<file path="src/rtl/uart_cmd_parser_pkg.sv">
// Shared constants for the UART command parser: protocol bytes, field widths,
// FSM state encoding and small helpers used by the parser datapath.
package uart_cmd_parser_pkg;

  localparam logic [7:0] HDR_BYTE = 8'hA5;
  localparam logic [7:0] ACK_BYTE = 8'h06;
  localparam logic [7:0] NAK_BYTE = 8'h15;

  localparam int FREQ_W = 7;
  localparam int AMP_W  = 4;
  localparam int TYPE_W = 2;

  localparam int STATE_W = 3;
  localparam logic [STATE_W-1:0] ST_IDLE  = 3'd0;
  localparam logic [STATE_W-1:0] ST_GET_F = 3'd1;
  localparam logic [STATE_W-1:0] ST_GET_A = 3'd2;
  localparam logic [STATE_W-1:0] ST_GET_T = 3'd3;
  localparam logic [STATE_W-1:0] ST_GET_C = 3'd4;
  localparam logic [STATE_W-1:0] ST_CHECK = 3'd5;
  localparam logic [STATE_W-1:0] ST_RESP  = 3'd6;

  // Checksum plus range checks on every field of the packet.
  function automatic logic packet_ok(input logic [7:0] f, input logic [7:0] a,
                                     input logic [7:0] t, input logic [7:0] c,
                                     input logic [FREQ_W-1:0] max_freq);
    logic sum_ok;
    logic f_ok;
    sum_ok = (c == (f ^ a ^ t));
    f_ok   = !f[7] && (f[6:0] != '0) && (f[6:0] <= max_freq);
    return sum_ok && f_ok && (a[7:4] == 4'd0) && (t[7:2] == 6'd0);
  endfunction

  function automatic logic [7:0] sat_inc8(input logic [7:0] v);
    return (v == 8'hFF) ? v : v + 8'd1;
  endfunction

endpackage

</file>
<file path="src/rtl/uart_cmd_parser_timeout.sv">
// Inter-byte idle timer: counts while enabled, restarts on clear, and flags
// expiry in the cycle the count reaches TIMEOUT_CYCLES-1.
module cmd_timeout_counter #(
  parameter int TIMEOUT_CYCLES = 500_000
) (
  input  logic clk,
  input  logic reset,
  input  logic i_clear,
  input  logic i_enable,
  output logic o_expired
);

  localparam int CNT_W = $clog2(TIMEOUT_CYCLES);
  localparam logic [CNT_W-1:0] LAST = CNT_W'(TIMEOUT_CYCLES - 1);

  logic [CNT_W-1:0] r_count;

  // Holding the count at zero while disabled means every packet starts fresh.
  always_ff @(posedge clk) begin
    if (reset || i_clear || !i_enable) begin
      r_count <= '0;
    end else if (r_count != LAST) begin
      r_count <= r_count + 1'b1;
    end
  end

  assign o_expired = i_enable && (r_count == LAST);

endmodule

</file>
<file path="src/rtl/uart_cmd_parser.sv">
// Assembles 5-byte command packets from the UART RX stream, validates them,
// latches generator settings and answers with ACK/NAK over TX.
module uart_cmd_parser
  import uart_cmd_parser_pkg::*;
#(
  parameter int                 CLK_HZ         = 50_000_000,
  parameter int                 TIMEOUT_CYCLES = 500_000,
  parameter logic [FREQ_W-1:0]  DEF_FREQ       = 7'd10,
  parameter logic [AMP_W-1:0]   DEF_AMP        = 4'd8,
  parameter logic [TYPE_W-1:0]  DEF_TYPE       = 2'd0,
  parameter logic [FREQ_W-1:0]  MAX_FREQ       = 7'd100
) (
  input  logic              clk,
  input  logic              reset,
  input  logic [7:0]        rx_data,
  input  logic              rx_valid,
  input  logic              tx_busy,
  output logic [7:0]        tx_data,
  output logic              tx_start,
  output logic [FREQ_W-1:0] Frequency,
  output logic [AMP_W-1:0]  Amplitude,
  output logic [TYPE_W-1:0] Wave_type,
  output logic              change_command,
  output logic [7:0]        err_count
);

  if (TIMEOUT_CYCLES < 2 || CLK_HZ < 1) begin : g_bad_cfg
    $error("uart_cmd_parser: TIMEOUT_CYCLES must be >= 2 and CLK_HZ positive");
  end

  logic [STATE_W-1:0] r_state;
  logic [7:0]         r_f, r_a, r_t, r_c;
  logic [7:0]         r_resp;
  logic [7:0]         r_tx_data;
  logic               r_tx_start;
  logic [FREQ_W-1:0]  r_freq;
  logic [AMP_W-1:0]   r_amp;
  logic [TYPE_W-1:0]  r_type;
  logic               r_change;
  logic [7:0]         r_err;

  logic w_in_packet;
  logic w_expired;
  logic w_good;

  assign w_in_packet = (r_state == ST_GET_F) || (r_state == ST_GET_A) ||
                       (r_state == ST_GET_T) || (r_state == ST_GET_C);
  assign w_good      = packet_ok(r_f, r_a, r_t, r_c, MAX_FREQ);

  cmd_timeout_counter #(
    .TIMEOUT_CYCLES (TIMEOUT_CYCLES)
  ) u_timeout (
    .clk       (clk),
    .reset     (reset),
    .i_clear   (rx_valid),
    .i_enable  (w_in_packet),
    .o_expired (w_expired)
  );

  // NOTE: payload bytes carry no reset; each is rewritten before CHECK reads it.
  always_ff @(posedge clk) begin
    if (rx_valid) begin
      case (r_state)
        ST_GET_F: r_f <= rx_data;
        ST_GET_A: r_a <= rx_data;
        ST_GET_T: r_t <= rx_data;
        ST_GET_C: r_c <= rx_data;
        default:  ;
      endcase
    end
  end

  always_ff @(posedge clk) begin
    if (reset) begin
      r_state    <= ST_IDLE;
      r_resp     <= 8'd0;
      r_tx_data  <= 8'd0;
      r_tx_start <= 1'b0;
      r_freq     <= DEF_FREQ;
      r_amp      <= DEF_AMP;
      r_type     <= DEF_TYPE;
      r_change   <= 1'b0;
      r_err      <= 8'd0;
    end else begin
      // NOTE: strobes default low here so each branch only has to raise them.
      r_change   <= 1'b0;
      r_tx_start <= 1'b0;
      case (r_state)
        ST_IDLE: begin
          if (rx_valid && (rx_data == HDR_BYTE)) r_state <= ST_GET_F;
        end
        ST_GET_F, ST_GET_A, ST_GET_T, ST_GET_C: begin
          if (rx_valid) begin
            case (r_state)
              ST_GET_F: r_state <= ST_GET_A;
              ST_GET_A: r_state <= ST_GET_T;
              ST_GET_T: r_state <= ST_GET_C;
              default:  r_state <= ST_CHECK;
            endcase
          end else if (w_expired) begin
            r_state <= ST_IDLE;
            r_err   <= sat_inc8(r_err);
          end
        end
        ST_CHECK: begin
          if (w_good) begin
            r_freq   <= r_f[FREQ_W-1:0];
            r_amp    <= r_a[AMP_W-1:0];
            r_type   <= r_t[TYPE_W-1:0];
            r_change <= 1'b1;
            r_resp   <= ACK_BYTE;
          end else begin
            r_err    <= sat_inc8(r_err);
            r_resp   <= NAK_BYTE;
          end
          r_state <= ST_RESP;
        end
        ST_RESP: begin
          if (!tx_busy) begin
            r_tx_data  <= r_resp;
            r_tx_start <= 1'b1;
            r_state    <= ST_IDLE;
          end
        end
        default: r_state <= ST_IDLE;
      endcase
    end
  end

  assign tx_data        = r_tx_data;
  assign tx_start       = r_tx_start;
  assign Frequency      = r_freq;
  assign Amplitude      = r_amp;
  assign Wave_type      = r_type;
  assign change_command = r_change;
  assign err_count      = r_err;

endmodule

</file>
<file path="config.mk">
export PLATFORM = sky130hd
export DESIGN_NAME = uart_cmd_parser
export DESIGN_NICKNAME = d
export VERILOG_FILES = /design/src/rtl/uart_cmd_parser_pkg.sv /design/src/rtl/uart_cmd_parser_timeout.sv /design/src/rtl/uart_cmd_parser.sv
export SDC_FILE = /design/constraint.sdc
export NUM_CORES = 1
export LEC_CHECK = 0
export CORE_ASPECT_RATIO = 0.5
export CORE_MARGIN = 5
export CORE_UTILIZATION = 54
export CTS_BUF_LIST = sky130_fd_sc_hd__clkbuf_8
export CTS_CLUSTER_DIAMETER = 100
export DETAILED_ROUTE_END_ITERATION = 6
export GPL_ROUTABILITY_DRIVEN = 0
export PLACE_DENSITY = 0.79
export SETUP_SLACK_MARGIN = 0.3
export SYNTH_ARGS = -nofsm -noshare
export SYNTH_HDL_FRONTEND = slang
export SYNTH_SLANG_ARGS = --single-unit
</file>
<file path="constraint.sdc">
create_clock -name clk -period 5.3 [get_ports clk]
set_input_delay 1.06 -clock clk [delete_from_list [all_inputs] [get_ports clk]]
set_output_delay 1.06 -clock clk [all_outputs]
set_load 0.02 [all_outputs]
</file>
==> metrics.md <==
| Metric | Value |
|---|---|
| Status | `finished clean` |
| Critical path peak fanout | `23` |
| Routed len/inst | `15.5 um` |
| Die Width | `127 um` |
| HPWL after DPL | `5400 um` |
| Clk pwr share | `34.1%` |
| Via density per instance | `5.60` |
| TNS Setup | `0 ps` |
| Most frequent cells in the layout | `dfxtp_1 (51), nor2_1 (48), clkdlybuf4s50_1 (38)` |
| Util after Layout | `64.3%` |
| # rows | `21` |
| Tot GR Track Use | `18.5%` |
| Synth unique cells | `49` |
| Syn Area/Cell | `10.6 sq um` |
| CTS tree | `done` |
| Layout cells sized above 1 | `7.47%` |
| Leading area contributor after synthesis | `dfxtp_1` |
| Clk_lat worst skew | `350 ps` |
| TritonRoute pass-1 iters | `5` |
| Worst Skew | `7.65 ps` |
| FF+latch count, synth | `83` |
| Number of global-route vias before repair | `2,548` |
| # diodes | `0` |
| RSZ-0062 raised after global routing | `false` |
| Sequential cell area | `1980 sq um` |
| Post-synth EDFFs | `32` |
| Placed cell areas | `4090 sq um` |
| Tmin final | `2740 ps` |
| Synthesized instance count | `347` |
| Final Hold Fails | `0` |
| Number of DRC markers in iteration 0 | `230` |
| CTS buffer count | `9` |
| Port buffer count | `38` |
| Setup Viol. Count Final | `0` |
| Clock Path Buffers | `2` |
| Die area | `8640 sq um` |
| Net switching fraction of the power | `26.0%` |
| Global-route wire length before repair | `12,400 um` |
| Initial Utilization | `55.2%` |
| Vias after detailed routing | `2,686` |
| H-tree levels | `3` |
| CP required | `5590 ps` |
| CTS Sinks | `83` |
| CTS root buffer | `clkbuf_8` |
| Max rail drop VDD | `0.222 mV` |
| Min-delay src | `Frequency[1]` |
| PD cells | `290 nW/um^2` |
| Fmax | `0.365 GHz` |
| Worst Hold Class | `flop to flop` |
| Switching power | `0.322 mW` |
| Max-cap violation count | `0` |
| Synth Flop Type | `dfxtp_1` |
| Area contributors post-synth | `dfxtp_1 (28%), edfxtp_1 (26%), xnor2_1 (5.3%)` |
| Number of I/O pins | `43` |
| Post-route antenna net violation count | `0` |
| Post-Syn Area | `3670 sq um` |
| Crit path kind | `flop to flop` |
| Global route overflow | `0` |
| Largest net degree at the start of global routing | `34` |
| DRT Wirelength | `7450 um` |
| Initial antenna violation count | `0` |
| Slew Viols, Final | `0` |
| Die height | `68.3 um` |
| Design internal power | `0.917 mW` |
| Area Overhead vs Synth | `16.5%` |
| Critical Path AT | `3030 ps` |
| Leakage | `1.40 nW` |
| Critical Path End Type | `flop` |
| Seq pwr share | `57.5%` |
| Hold slack | `486 ps` |
| Worst R2R Start | `r_f[4]` |
| Final cycle utilization of the critical path | `51.7%` |
| Post-synthesis sequential area ratio | `54.0%` |
| Ys Warns | `0` |
| Design Area, Final | `4280 sq um` |
| Footprint of the multi-input gates | `1590 sq um` |
| Normalized max-slew margin | `19.4%` |
| Core ar. | `6650 sq um` |
| Post-CTS Resized | `0` |
| Combinational share of power | `8.4%` |
| Ys async rst share | `0%` |
| Hold buffer count at cts | `0` |
| Slew @ Worst Pin | `1190 ps` |
| Leading cell type in the layout, fill and taps excluded | `dfxtp_1` |
| Clock transition at path regs | `90 ps` |
| Nets | `397` |
| Crit path from | `r_f[4]` |
| Post-CTS Setup Bufs | `0` |
| Fill count | `531` |
| Post-synth top area share | `27.8%` |
| Critical Path Source Type | `flop` |
| DRC viols | `0` |
[registers in the layout, indices dropped and copies added, names as in the netlist]
register           flops
Amplitude              4
Frequency              7
Wave_type              2
change_command         1
err_count              8
r_a                    8
r_c                    8
r_f                    8
r_resp                 3
r_state                3
r_t                    8
tx_data                3
tx_start               1
u_timeout.r_count     19
[metal layers]
| metal | vias up | track usage, % | routed length (um) |
|---|---|---|---|
| met2 | 81 | 30.8 | 3510 |
| met4 | 0 | 5.21 | 29 |
| met1 | 1279 | 23.3 | 3420 |
| met5 | - | 0 | 0 |
| li1 | 1320 | - | - |
| met3 | 6 | 6.39 | 494 |
[stage by stage]
| stage | instances | setup slack [ps] | power [mW] |
|---|---|---|---|
| 2_1_floorplan | 350 | 2820 | 0.797 |
| 3_3_place_gp | 464 | 2380 | 0.824 |
| 3_5_place_dp | 464 | 2350 | 0.830 |
| 4_1_cts | 480 | 2570 | 1.25 |
| 5_1_grt | 480 | 2310 | 1.30 |
| 6_report | 480 | 2560 | 1.24 |
[worst max-delay path: stages, from the launching register on]
cell	delay [ps]
edfxtp_1	480
or4_1	580
nor4_2	190
nor4_1	100
and4_1	520
or4_1	630
a21oi_1	150
[power groups by stage]
stage,clock [mW],sequential (mW),combinational (mW)
2_1_floorplan,0,0.713,0.0840
3_3_place_gp,0,0.725,0.0998
3_5_place_dp,0,0.727,0.104
4_1_cts,0.435,0.712,0.105
5_1_grt,0.468,0.716,0.116
6_report,0.422,0.713,0.105
[cells in the mapped netlist (3+ instances only)]
library cell  instances
a21oi_1              18
and3_1                6
and4_1                3
buf_4                 6
clkbuf_1              9
dfxtp_1              51
edfxtp_1             32
inv_1                 3
mux2i_1              16
nand2_1              13
nand3_1              14
nand3b_1              4
nand4_1               8
nor2_1               48
nor3_1               10
nor4_1                7
o21ai_0              11
o31ai_1               5
or3_1                 8
or4_1                 4
xnor2_1              22
xor2_1               15
[logic make-up after synthesis]
| logic type | after synthesis | synth area share, % |
|---|---|---|
| buf+inv | 21 | 3.00 |
| compound gates | 39 | 6.04 |
| fa+ha+maj | 2 | 0.682 |
| simple gates | 148 | 23.0 |
| other cells | 1 | 0.102 |
| flops | 83 | 54.0 |
| mux | 16 | 4.36 |
| xor+xnor | 37 | 8.83 |
[worst paths after layout]
kind | end | slack [ps] | cells past startpoint
hold reg to reg | Frequency[1] | 490 | 2
hold / removal | Frequency[1] | 490 | 2
setup / recovery | err_count[5] | 2560 | 6
setup reg to reg | err_count[5] | 2560 | 6
[layout make-up]
cell class                 count  area share (%)
sequential                    83            46.3
clock inverter                 6            1.08
clock buffer                  10            3.22
inverter                       3           0.263
timing repair buffer          40            9.25
multi-input combinational    246            37.2
tap                           92            2.69
Power figures use the tool's default switching activity.
